File: src/rtl/prog_mod_counter.sv
// prog_mod_counter: programmable-modulo up/down counter with one-shot halt.
//
// Counts over 0..modulo in either direction.  A wrap produces a one-cycle
// terminal pulse.  In one-shot mode the first wrap halts the counter until
// the next preset.
//
// Parameters
//   WIDTH      counter width in bits (2..32)
//   RESET_VAL  count value loaded on reset, clamped to modulo
// Ports
//   clk           rising-edge clock
//   reset         asynchronous active-high reset
//   en            count enable
//   up_dn         direction: 1 = up, 0 = down
//   one_shot      1 = halt after the first wrap, 0 = periodic
//   modulo        terminal value; the count range is 0..modulo
//   preset        synchronous load strobe
//   preset_input  load value, clamped to modulo
//   count         current count (registered)
//   tpulse        terminal pulse, one cycle per wrap (registered)
//   done          one-shot halted flag (registered)
module prog_mod_counter #(
  parameter int unsigned      WIDTH     = 8,
  parameter logic [WIDTH-1:0] RESET_VAL = '0
) (
  input  logic             clk,
  input  logic             reset,
  input  logic             en,
  input  logic             up_dn,
  input  logic             one_shot,
  input  logic [WIDTH-1:0] modulo,
  input  logic             preset,
  input  logic [WIDTH-1:0] preset_input,
  output logic [WIDTH-1:0] count,
  output logic             tpulse,
  output logic             done
);

  typedef enum logic {
    RUN  = 1'b0,
    HALT = 1'b1
  } state_t;

  state_t           state;
  state_t           state_nxt;
  logic [WIDTH-1:0] count_nxt;
  logic             tpulse_nxt;
  logic             done_nxt;

  logic [WIDTH-1:0] reset_val_c;
  logic [WIDTH-1:0] preset_val_c;
  logic             wrap_c;
  logic             step_c;

  // Load values are clamped into the legal range 0..modulo.
  assign reset_val_c  = (RESET_VAL > modulo) ? modulo : RESET_VAL;
  assign preset_val_c = (preset_input > modulo) ? modulo : preset_input;

  // Out-of-range counts (modulo lowered at runtime) are treated as a wrap.
  assign wrap_c = up_dn ? (count >= modulo)
                        : ((count == '0) || (count > modulo));

  // A counting step happens only when running, enabled and not preloading.
  assign step_c = !preset && (state == RUN) && en;

  // State and output registers.
  always_ff @(posedge clk or posedge reset) begin
    if (reset) begin
      state  <= RUN;
      count  <= reset_val_c;
      tpulse <= 1'b0;
      done   <= 1'b0;
    end else begin
      state  <= state_nxt;
      count  <= count_nxt;
      tpulse <= tpulse_nxt;
      done   <= done_nxt;
    end
  end

  // Next-state logic: preset always returns to RUN; one-shot wrap halts.
  always_comb begin
    state_nxt = state;
    if (preset) begin
      state_nxt = RUN;
    end else if (step_c && wrap_c && one_shot) begin
      state_nxt = HALT;
    end
  end

  // Next values of the registered outputs.
  always_comb begin
    count_nxt  = count;
    tpulse_nxt = 1'b0;
    if (preset) begin
      count_nxt = preset_val_c;
    end else if (step_c) begin
      if (wrap_c) begin
        count_nxt  = up_dn ? '0 : modulo;
        tpulse_nxt = 1'b1;
      end else begin
        count_nxt = up_dn ? (count + WIDTH'(1)) : (count - WIDTH'(1));
      end
    end
    done_nxt = (state_nxt == HALT);
  end

endmodule

File: config.mk
export PLATFORM = sky130hd
export DESIGN_NAME = prog_mod_counter
export DESIGN_NICKNAME = d
export VERILOG_FILES = /design/src/rtl/prog_mod_counter.sv
export SDC_FILE = /design/constraint.sdc
export NUM_CORES = 1
export LEC_CHECK = 0
export CAP_MARGIN = 20
export CORE_AREA = 2 2 72 74
export CTS_BUF_LIST = sky130_fd_sc_hd__clkbuf_16
export CTS_CLUSTER_SIZE = 30
export DETAILED_ROUTE_END_ITERATION = 12
export DIE_AREA = 0 0 74 76
export MAX_ROUTING_LAYER = met4
export PLACE_DENSITY = 0.59
export SLEW_MARGIN = 0
export SYNTH_ARGS = -nofsm -noshare
export SYNTH_HDL_FRONTEND = slang
export SYNTH_SLANG_ARGS = --single-unit
File: constraint.sdc
create_clock -name clk -period 4.3 [get_ports clk]
set_input_delay 0.43 -clock clk [delete_from_list [all_inputs] [get_ports clk]]
set_output_delay 0.43 -clock clk [all_outputs]
set_load 0.05 [all_outputs]
Yosys cells after proc, flatten, opt, wreduce, memory -nomap -nowiden
Index checks and enable logic that the tools add are counted.
{"block": "totals", "ff_bits": 10, "latchBits": 0, "ramBits": 0, "romBits": 0, "inputBits": 22, "out_inout_bits": 10, "mem_count": 0}
{"block": "op_classes", "n_addsub": 2, "multipliers": 0, "div_mod_pow": 0, "magnitude_cmp": 4, "n_eq_ne": 0, "n_shift": 0, "muxes": 13, "bitwise": 1, "reduce_logical": 9}
{"operator": "8-bit two-way mux", "count": 7}
{"operator": "8-bit > comparator", "count": 2}
{"operator": "8-bit by 1-bit adder with 8-bit output, second input constant", "count": 1}
{"operator": "8-bit greater-or-equal comparator", "count": 1}
{"operator": "1-bit by 8-bit > comparator with 1-bit output, first input constant", "count": 1}
{"operator": "8-bit logical NOT", "count": 1}
{"operator": "8-bit by 1-bit subtractor with 8-bit output, second input constant", "count": 1}
{"operator": "1-bit two-way mux", "count": 6}
{"operator": "1-bit logical AND", "count": 4}
{"operator": "2-bit nonzero test", "count": 2}
{"operator": "1-bit logical NOT", "count": 1}
{"operator": "1-bit logical OR", "count": 1}
{"operator": "1-bit NOT", "count": 1}

Longest topological paths before layout
Gate-level depths: netlist of the first run.
{"block": "depth", "word_depth": 7, "depth_mapped": 9}

Least setup slack after synthesis of the first run
OpenSTA, ideal clock, no wires.
{"block": "synth_timing", "path_kind": "reg2reg", "start": "register count[0]", "end": "register count[4]", "setup_time_ns": 0.126, "arrival_ns": 2.293, "setup_slack_ns": 1.881, "path_stages_with_launch": 9, "n_path_buf": 1, "synth_period_minus_slack_ns": 2.419, "path_cell_list": "dfrtp_1 -> inv_1 -> ha_1 -> and4_1 -> a211o_1 -> and3_1 -> buf_4 -> mux2i_1 -> a221o_1"}
{"block": "synth_between", "elab_chain_len": 6, "word_cells_on_any_way": 11}
{"element": "start: declaration", "line_no": "34", "text": "output logic [WIDTH-1:0] count,"}
{"element": "start signal: assignment", "line_no": "70", "text": "count <= reset_val_c;"}
{"element": "start signal: assignment", "line_no": "75", "text": "count <= count_nxt;"}
{"element": "8-bit > comparator or 8-bit logical NOT (tied branches)", "line_no": "61", "text": ": ((count == '0) || (count > modulo));"}
{"element": "1-bit logical OR", "line_no": "61"}
{"element": "1-bit two-way mux", "line_no": "60", "text": "assign wrap_c = up_dn ? (count >= modulo)"}
{"element": "8-bit two-way mux *", "line_no": "98", "text": "if (wrap_c) begin"}
{"element": "8-bit two-way mux *", "line_no": "97", "text": "end else if (step_c) begin"}
{"element": "8-bit two-way mux *", "line_no": "95", "text": "if (preset) begin"}
Mark *: on every way between the ends. The rest lies on a longest branch, timed or not. The select of a mux whose other input is x is not followed.
A chain may end at the register's enable or synchronous reset.

Final worst setup path of the first run
{"block": "layout_timing", "start": "input port up_dn", "end": "register count[4]"}
{"block": "layout_between", "elab_chain_len": 4, "word_cells_on_any_way": 6}
{"element": "start: declaration", "line_no": "29", "text": "input logic up_dn,"}
{"element": "8-bit two-way mux (tied with other cells)", "line_no": "102", "text": "count_nxt = up_dn ? (count + WIDTH'(1)) : (count - WIDTH'(1));"}
{"element": "8-bit two-way mux *", "line_no": "98"}
{"element": "8-bit two-way mux *", "line_no": "97"}
{"element": "8-bit two-way mux *", "line_no": "95"}
Marks and branches as above.

==> results_dict.tcl, run 1 <==
set metrics [dict create \
    irDropWorstVdd_uv 184 \
    hp-class "input pin to async pin" \
    yosysWarnings 0 \
    cts_buffer_depth 2 \
    synthArstFlopShare_pct 100 \
    layout_commonest_cell "clkdlybuf4s50_1" \
    core_area_um2 4910 \
    combPwrFrac_pct 61.5 \
    die_w_um 74 \
    critPathLaunchType "input pin" \
    drt_pass1_iterations 4 \
    clk_latency_ns 0.24 \
    cts_root_buf "clkbuf_16" \
    synth.distinct_cells 46 \
    dp_slack_ns 1.40 \
    vias 1428 \
    min_period_ns 2.71 \
    slew_violations 0 \
    slew_headroom_pct 65.7 \
    synth-edff-count 0 \
    die_h_um 76 \
    rsz0062_at_grt "no" \
    maxCapViolCount 0 \
    synth_compound_area_share_pct 27.4 \
    clock.fmax_mhz 368 \
    cts_tree "built" \
    drc_errors 0 \
    port_buffers 31 \
    synth-adder-area-share_pct 21.3 \
    area_delta_synth_final_pct 32.9 \
    rows 26 \
    syn_area_per_cell_um2 8.26 \
    grt_max_degree 12 \
    required_ns 4.41 \
    skew_ns 0.00337 \
    path_max_fanout 8 \
    switching_share_pct 47.1 \
    critical_path.max_stage_delay_ns 0.63 \
    mostFrequentLayoutCells "31 x clkdlybuf4s50_1, 22 x ha_1, 15 x nor2_1" \
    pwr-share-clk_pct 18.7 \
    status "finished, final reports clean" \
    clkSinkCount 10 \
    worstPathArrival_ns 2.83 \
    clk_pin_slew_ns 0.04 \
    overflow 0 \
    tns_ns 0 \
    use_met1_pct 19.9 \
    cts_buffers 3 \
    hold_violations 0 \
    antenna_found_initial 0 \
    fill_cells 525 \
    use_met3_pct 3.97 \
    drive_above_1_share_pct 4.52 \
    die_area_um2 5620 \
    drtIter0Drc 77 \
    gr-usage-all-layers_pct 14.6 \
    crit_type "input pin to flip-flop" \
    synth_area_um2 1390 \
    p_leak_uw 0.000766 \
    antennaDiodeCount 0 \
    internal_power_uw 460 \
    period_share_pct 63.1 \
    slowest_stage "clkdlybuf4s50_1" \
    ctsResizeCount 0 \
    cp-end-kind "flip-flop" \
    grt_use_met2_pct 22.3 \
    cts-hold-fix-buffers 0 \
    grt-busiest-layer "met2" \
    crit_chain "clkdlybuf4s50_1 > inv_1 > fa_1 > a21o_1 > a21oi_1 > xnor2_1 > nand2_1 > mux2i_1 > a221o_1" \
    tightest_slew_ns 0.512 \
    synth_xor_area_share_pct 3.16 \
    wl_per_cell_um 14.5 \
    initial_core_util_pct 28.2 \
    p_per_area_nw_per_um2 471 \
    synth_ff_type "dfrtp_1" \
    synth_seq_cells 10 \
    synthMuxAreaShare_pct 3.97 \
    syn-num-nets 213 \
    power.switching_uw 409 \
    cts-htree-levels 1 \
    io_pins 32 \
    synth_top_family_by_area "compound AO/OA/AOI/OAI gates" \
    seq_power_share_pct 19.8 \
    fin_hold_ws_ns 0.496 \
    grt_pass1_vias 1348 \
    setup_violations 0 \
    fin_area_um2 1840 \
    place_area_um2 1770 \
    synth-simple-area-share_pct 20.9 \
    nets 246 \
    seq_area_frac_synth_pct 18.0 \
    post-cts-setup-buffers 0 \
    syn_inst 168 \
    place_congestion 0.902 \
    viasPerCell 5.31 \
    fin_ws_ns 1.59 \
    wirelength_um 3890 \
    antenna_left 0 \
    grt_first_pass_wirelength_um 6340 \
    dp_hpwl_um 3090 \
]
[path summary, 6_finish.rpt]
kind | start | to | slack [ns] | cells after the start
worst max-delay path | up_dn | count[4] | 1.59 | 9
worst max register to register | count[0] | count[4] | 1.91 | 8
min in group clk | state | state | 0.50 | 1
worst min register to register | state | state | 0.50 | 1
max in group asynchronous | reset | count[6] | 3.51 | 2
worst min-delay path | reset | count[0] | 0.50 | 2
[routing by layer]
layer	routed length, um	vias to the layer above
met1	1810	671
met3	224	2
li1	-	712
met5	0	-
met2	1840	43
met4	15	0
[sequential cells by signal, summed over array words and instances, names as in the netlist]
name	count
state	1
count	8
tpulse	1
[Yosys cell counts, types with 3 or more instances]
master / number / area share (%)
xnor2_1: 4 / 2.5
nand4_1: 5 / 2.3
a21oi_1: 10 / 3.6
a41oi_1: 5 / 3.2
nor2_1: 15 / 4.1
o211ai_1: 6 / 3.2
ha_1: 22 / 20
nand2_1: 12 / 3.2
mux2i_1: 4 / 2.9
o21ai_0: 4 / 1.4
inv_1: 14 / 3.8
nand3_1: 9 / 3.2
dfrtp_1: 10 / 18
a31oi_1: 9 / 4.1
a211oi_1: 3 / 1.6
[cell families (layout without fill, tap and decap cells)]
family                     after synthesis  after routing
AOI/OAI and AO/OA                       52             52
and+or+nand+nor                         55             55
adders and majority gates               23             23
xor gates and xnor gates                 5              5
DFF                                     10             10
buffers and inverters                   18             49
muxes                                    5              5
[power by group through the flow]
stage          registers [uW]  logic, uW  clock network [uW]
3_3_place_gp              174        528                   0
2_1_floorplan             252        295                   0
4_1_cts                   173        535                 164
3_5_place_dp              174        528                   0
5_1_grt                   179        589                 170
6_report                  172        534                 163
[critical path: cells and delay by family]
| family | cells | cell delay (ns) |
|---|---|---|
| xor gates and xnor gates | 1 | 0.11 |
| adders and majority gates | 1 | 0.50 |
| muxes | 1 | 0.07 |
| AOI/OAI and AO/OA | 3 | 0.78 |
| and+or+nand+nor | 1 | 0.07 |
| buffers and inverters | 2 | 0.86 |
[through the flow]
stage | cells | total power (uW) | util (%)
final | 269 | 868 | 37.5
after global routing | 269 | 938 | 37.5
after CTS | 269 | 872 | 37.5
after detailed placement | 266 | 702 | 36.0
after global placement | 266 | 702 | 36.0
after floorplan | 168 | 547 | -
[area by class of cell]
class / instances / area, um^2 / area share, %
multi-input cells: 140 / 1060 / 57.7
clock buffers: 3 / 75.1 / 4.07
inverters: 15 / 56.3 / 3.05
well taps: 70 / 87.6 / 4.75
flip-flops and latches: 10 / 250 / 13.6
repair buffers: 31 / 310 / 16.8
No activity file was read; power rests on OpenSTA's default activity.
==> run 2: changes to the inputs <==
==> constraint.sdc (replaced) <==
create_clock -name clk -period 2.58 [get_ports clk]
set_input_delay 0.258 -clock clk [delete_from_list [all_inputs] [get_ports clk]]
set_output_delay 0.258 -clock clk [all_outputs]
set_load 0.05 [all_outputs]
==> run 2 against run 1 <==
Combinational power increased by 72%. First-iteration DRC count increased by 6.5%. Final area increased by 4.7%. Flip-flop and latch count unchanged. Critical path depth decreased by 1. Clock power increased by 74%. Global-route usage increased by 0.32 points. Worst setup slack got worse by 1.3 ns. Largest cell class unchanged.
==> results_dict.tcl, run 2 (synthesis gave the netlist of run 1 again) <==
set metrics [dict create \
    status "finished, final reports clean" \
    irDropWorstVdd_uv 405 \
    clkSinkCount 10 \
    drtIter0Drc 82 \
    die_h_um 76 \
    cts-hold-fix-buffers 0 \
    setup_violations 0 \
    dr_wl_met3_um 199 \
    p_leak_uw 0.000818 \
    drive_above_1_share_pct 9.48 \
    grt_pass1_vias 1374 \
    slowest_stage "clkdlybuf4s50_1" \
    endpoint "count[4]" \
    period_share_pct 88.3 \
    critPathLaunchType "input pin" \
    largest_reg_flops 8 \
    area_delta_synth_final_pct 39.1 \
    max_flop_register "count" \
    place_congestion 0.826 \
    crit_chain "clkdlybuf4s50_1 > inv_1 > ha_1 > nand4_4 > a211o_4 > nand2_4 > mux2_4 > a221o_1" \
    maxCapViolCount 0 \
    cts_root_buf "clkbuf_16" \
    worstPathArrival_ns 2.40 \
    gr-usage-all-layers_pct 14.9 \
    r2r-end "count[4]" \
    grt_max_degree 11 \
    slew_violations 0 \
    vias 1448 \
    antenna_left 0 \
    min_period_ns 2.28 \
    cts_tree "built" \
    rows 26 \
    initial_core_util_pct 28.2 \
    overflow 0 \
    dp_hpwl_um 3240 \
    cp-end-kind "flip-flop" \
    clk_pin_slew_ns 0.05 \
    largestRegisters "count (8), state (1), tpulse (1)" \
    critical_path.max_stage_delay_ns 0.49 \
    antennaDiodeCount 0 \
    cts_buffer_depth 2 \
    crit_type "input pin to flip-flop" \
    tns_ns 0 \
    layout_commonest_cell "clkdlybuf4s50_1" \
    skew_ns 0.00794 \
    clk_latency_ns 0.24 \
    reg2reg_from "count[0]" \
    viasPerCell 5.15 \
    m1WireLength_um 1940 \
    clock.fmax_mhz 439 \
    die_area_um2 5620 \
    core_area_um2 4910 \
    mostFrequentLayoutCells "31 x clkdlybuf4s50_1, 22 x ha_1, 15 x nor2_1" \
    crit_buf_inv 2 \
    antenna_found_initial 0 \
    p_per_area_nw_per_um2 767 \
    drt_pass1_iterations 4 \
    required_ns 2.70 \
    io_pins 32 \
    crit_family "compound AO/OA/AOI/OAI gates" \
    slew_headroom_pct 65.5 \
    top_layer "met3" \
    wirelength_um 3920 \
    nets 257 \
    r2r_cells 7 \
    path_max_fanout 3 \
    grt_first_pass_wirelength_um 6490 \
    path_depth 8 \
    cp-startpoint "modulo[5]" \
    rsz0062_at_grt "no" \
    die_w_um 74 \
    r2r_slack_ns 0.45 \
    cts-htree-levels 1 \
    ctsResizeCount 0 \
    fin_ws_ns 0.301 \
    drc_errors 0 \
    post-cts-setup-buffers 0 \
    wl_per_cell_um 14.0 \
    hp-class "input pin to async pin" \
    dr_wl_met2_um 1780 \
    dp_slack_ns 0.0525 \
    cts_buffers 3 \
    tightest_slew_ns 0.516 \
    hold_violations 0 \
    port_buffers 31 \
]
-- run 2: cell count changes in the layout (fill, tap and decap cells not counted), sizes merged --
cell	change
buf	+11
clkinv	+1
-- run 2: cell type report --
cell class | count | area (um^2)
clock buffers | 3 | 75.1
multi-input cells | 140 | 1060
fillers | 521 | 2980
inverters | 15 | 56.3
repair buffers | 42 | 393
well taps | 70 | 87.6
flip-flops and latches | 10 | 250
clock inverters | 1 | 3.75
-- run 2: worst min-delay path by stage --
stage	start	end	slack [ns]	cells after the start
floorplan	reset	count[0]	0.1	1
global placement	state	state	0.49	1
detailed placement	state	state	0.51	1
CTS	reset	tpulse	0.34	2
global route	reset	tpulse	0.36	2
finish	reset	tpulse	0.32	2
-- run 2: through the flow --
stage / util [%] / total power, uW / area [um^2] / std cells / hold WS (ns)
6_report: 39.3 / 1480 / 1930 / 281 / 0.321
5_1_grt: 39.3 / 1590 / 1930 / 281 / 0.361
4_1_cts: 39.3 / 1490 / 1930 / 281 / 0.341
3_5_place_dp: 37.7 / 1200 / 1850 / 277 / 0.507
3_3_place_gp: 37.7 / 1200 / 1850 / 277 / 0.494
2_1_floorplan: - / 911 / 1390 / 168 / 0.0982
-- run 2: metal layers --
layer	vias to the layer above	track usage [%]
met1	674	20.7
li1	740	-
met4	0	1.27
met2	34	23.0
met5	-	-
met3	0	3.44
-- run 2: where the power goes --
group	leakage, uW	internal [uW]	switching [uW]
Clock	0.0000385	204	79.9
Combinational	0.000657	390	527
Sequential	0.000123	202	78.0
==> run 3: changes to the inputs <==
--- a/config.mk
+++ b/config.mk
@@ -6,13 +6,12 @@
 export NUM_CORES = 1
 export LEC_CHECK = 0
 export CAP_MARGIN = 20
-export CORE_AREA = 2 2 72 74
+export CORE_AREA = 2 2 62 64
 export CTS_BUF_LIST = sky130_fd_sc_hd__clkbuf_16
 export CTS_CLUSTER_SIZE = 30
 export DETAILED_ROUTE_END_ITERATION = 12
-export DIE_AREA = 0 0 74 76
-export MAX_ROUTING_LAYER = met4
-export PLACE_DENSITY = 0.59
+export DIE_AREA = 0 0 64 66
+export PLACE_DENSITY = 0.73
 export SLEW_MARGIN = 0
 export SYNTH_ARGS = -nofsm -noshare
 export SYNTH_HDL_FRONTEND = slang
==> run 3 against run 2 <==
Hold slack lost 0.019 ns. Clock skew decreased by 0.0052 ns. Clock power decreased by 2%. Via count shrank 0.14%. Sequential power about the same. Critical path type unchanged. Highest routed layer unchanged.
==> results_dict.tcl, run 3 (synthesis gave the netlist of run 1 again) <==
set metrics [dict create \
    clkSinkCount 10 \
    drtIter0Drc 79 \
    p_leak_uw 0.000818 \
    clk_latency_ns 0.24 \
    post-cts-setup-buffers 0 \
    top_layer "met3" \
    clock.fmax_mhz 441 \
    m1WireLength_um 1860 \
    multi_input_area_um2 1060 \
    required_ns 2.70 \
    rsz0062_at_grt "no" \
    switching_share_pct 46.0 \
    dr_wl_met3_um 222 \
    clk_pin_slew_ns 0.04 \
    die_area_um2 4220 \
    place_congestion 0.862 \
    p_per_area_nw_per_um2 776 \
    tightest_slew_ns 0.496 \
    irDropWorstVdd_uv 496 \
    crit_type "input pin to flip-flop" \
    worstPathArrival_ns 2.39 \
    largestRegisters "count (8), state (1), tpulse (1)" \
    cts-htree-levels 1 \
    die_w_um 64 \
    overflow 0 \
    vias 1446 \
    pwr-share-clk_pct 18.8 \
    period_share_pct 87.9 \
    gr-usage-all-layers_pct 19.2 \
    cts-hold-fix-buffers 0 \
    path_max_fanout 3 \
    power.switching_uw 679 \
    setup_violations 0 \
    antenna_left 0 \
    critical_path.max_stage_delay_ns 0.50 \
    fill_cells 329 \
    cts_buffers 3 \
    viasPerCell 5.58 \
    mostFrequentLayoutCells "31 x clkdlybuf4s50_1, 22 x ha_1, 15 x nor2_1" \
    area_delta_synth_final_pct 37.2 \
    fin_hold_ws_ns 0.302 \
    drc_errors 0 \
    cts_tree "built" \
    io_pins 32 \
    critPathLaunchType "input pin" \
    crit_chain "clkdlybuf4s50_1 > inv_1 > ha_1 > nand4_4 > a211o_4 > nand2_4 > mux2_4 > a221o_1" \
    cts_buffer_depth 2 \
    combPwrFrac_pct 62.2 \
    rows 22 \
    hold_violations 0 \
    grt_first_pass_wirelength_um 6410 \
    maxCapViolCount 0 \
    largest_reg_flops 8 \
    dp_hpwl_um 3000 \
    grt_pass1_vias 1357 \
    min_period_ns 2.27 \
    drt_pass1_iterations 4 \
    status "finished, final reports clean" \
    wirelength_um 3660 \
    max_flop_register "count" \
    antennaDiodeCount 0 \
    wl_per_cell_um 14.1 \
    crit_buf_inv 2 \
    cts_root_buf "clkbuf_16" \
    internal_power_uw 797 \
    initial_core_util_pct 39.1 \
    nets 257 \
    skew_ns 0.00270 \
    port_buffers 31 \
    die_h_um 66 \
    hp-class "input pin to async pin" \
    grt_max_degree 11 \
    tns_ns 0 \
    slew_violations 0 \
    antenna_found_initial 0 \
    crit_family "compound AO/OA/AOI/OAI gates" \
    slowest_stage "clkdlybuf4s50_1" \
    ctsResizeCount 0 \
    layout_commonest_cell "clkdlybuf4s50_1" \
    cp-end-kind "flip-flop" \
    drive_above_1_share_pct 9.48 \
    seq_area_um2 250 \
    core_area_um2 3550 \
    dr_wl_met2_um 1570 \
    slew_headroom_pct 66.8 \
    seq_power_share_pct 19.1 \
]
run 3: cell counts in the layout (fill, tap and decap cells not counted):
Identical to the previous run, type by type.
run 3: worst register-to-register path, stage by stage, from the launching register on:
cell	delay, ns
dfrtp_1	0.49
inv_1	0.12
ha_1	0.29
and4_1	0.19
a211o_1	0.25
and3_1	0.26
mux2i_1	0.15
a221o_1	0.32
run 3: power groups by stage:
stage | Combinational [uW] | Clock (uW) | Sequential (uW)
2_1_floorplan | 492 | 0 | 419
3_3_place_gp | 902 | 0 | 282
3_5_place_dp | 910 | 0 | 283
4_1_cts | 915 | 280 | 282
5_1_grt | 1020 | 297 | 290
6_report | 918 | 277 | 281
run 3: layout make-up:
class | instances | share of cell area, %
inverters | 15 | 2.96
clock inverters | 1 | 0.197
flip-flops and latches | 10 | 13.1
well taps | 48 | 3.16
repair buffers | 42 | 20.6
multi-input cells | 140 | 55.9
clock buffers | 3 | 3.94
run 3: worst paths after layout:
check | end | from | slack (ns) | cells after the start
max reg2reg | count[4] | count[0] | 0.40 | 7
min in group clk | state | state | 0.51 | 1
min reg2reg | state | state | 0.51 | 1
max in group asynchronous | count[3] | reset | 2.00 | 2
max | count[4] | modulo[5] | 0.31 | 8
min | count[5] | reset | 0.30 | 2
run 3: per-stage QoR:
step                      area [um^2]  worst slack [ns]  instances  utilization, %  total power (uW)
after floorplan                  1390             0.161        168               -               911
after global placement           1820            0.0729        255            51.4              1180
after detailed placement         1820            0.0709        255            51.4              1190
after CTS                        1900             0.317        259            53.6              1480
after global routing             1900            0.0792        259            53.6              1600
final                            1900             0.313        259            53.6              1480
run 3: routing by layer:
layer	GRT usage, %	up-vias
met4	2.99	0
met2	30.1	59
li1	-	741
met1	27.2	646
met5	0	-
met3	4.43	0
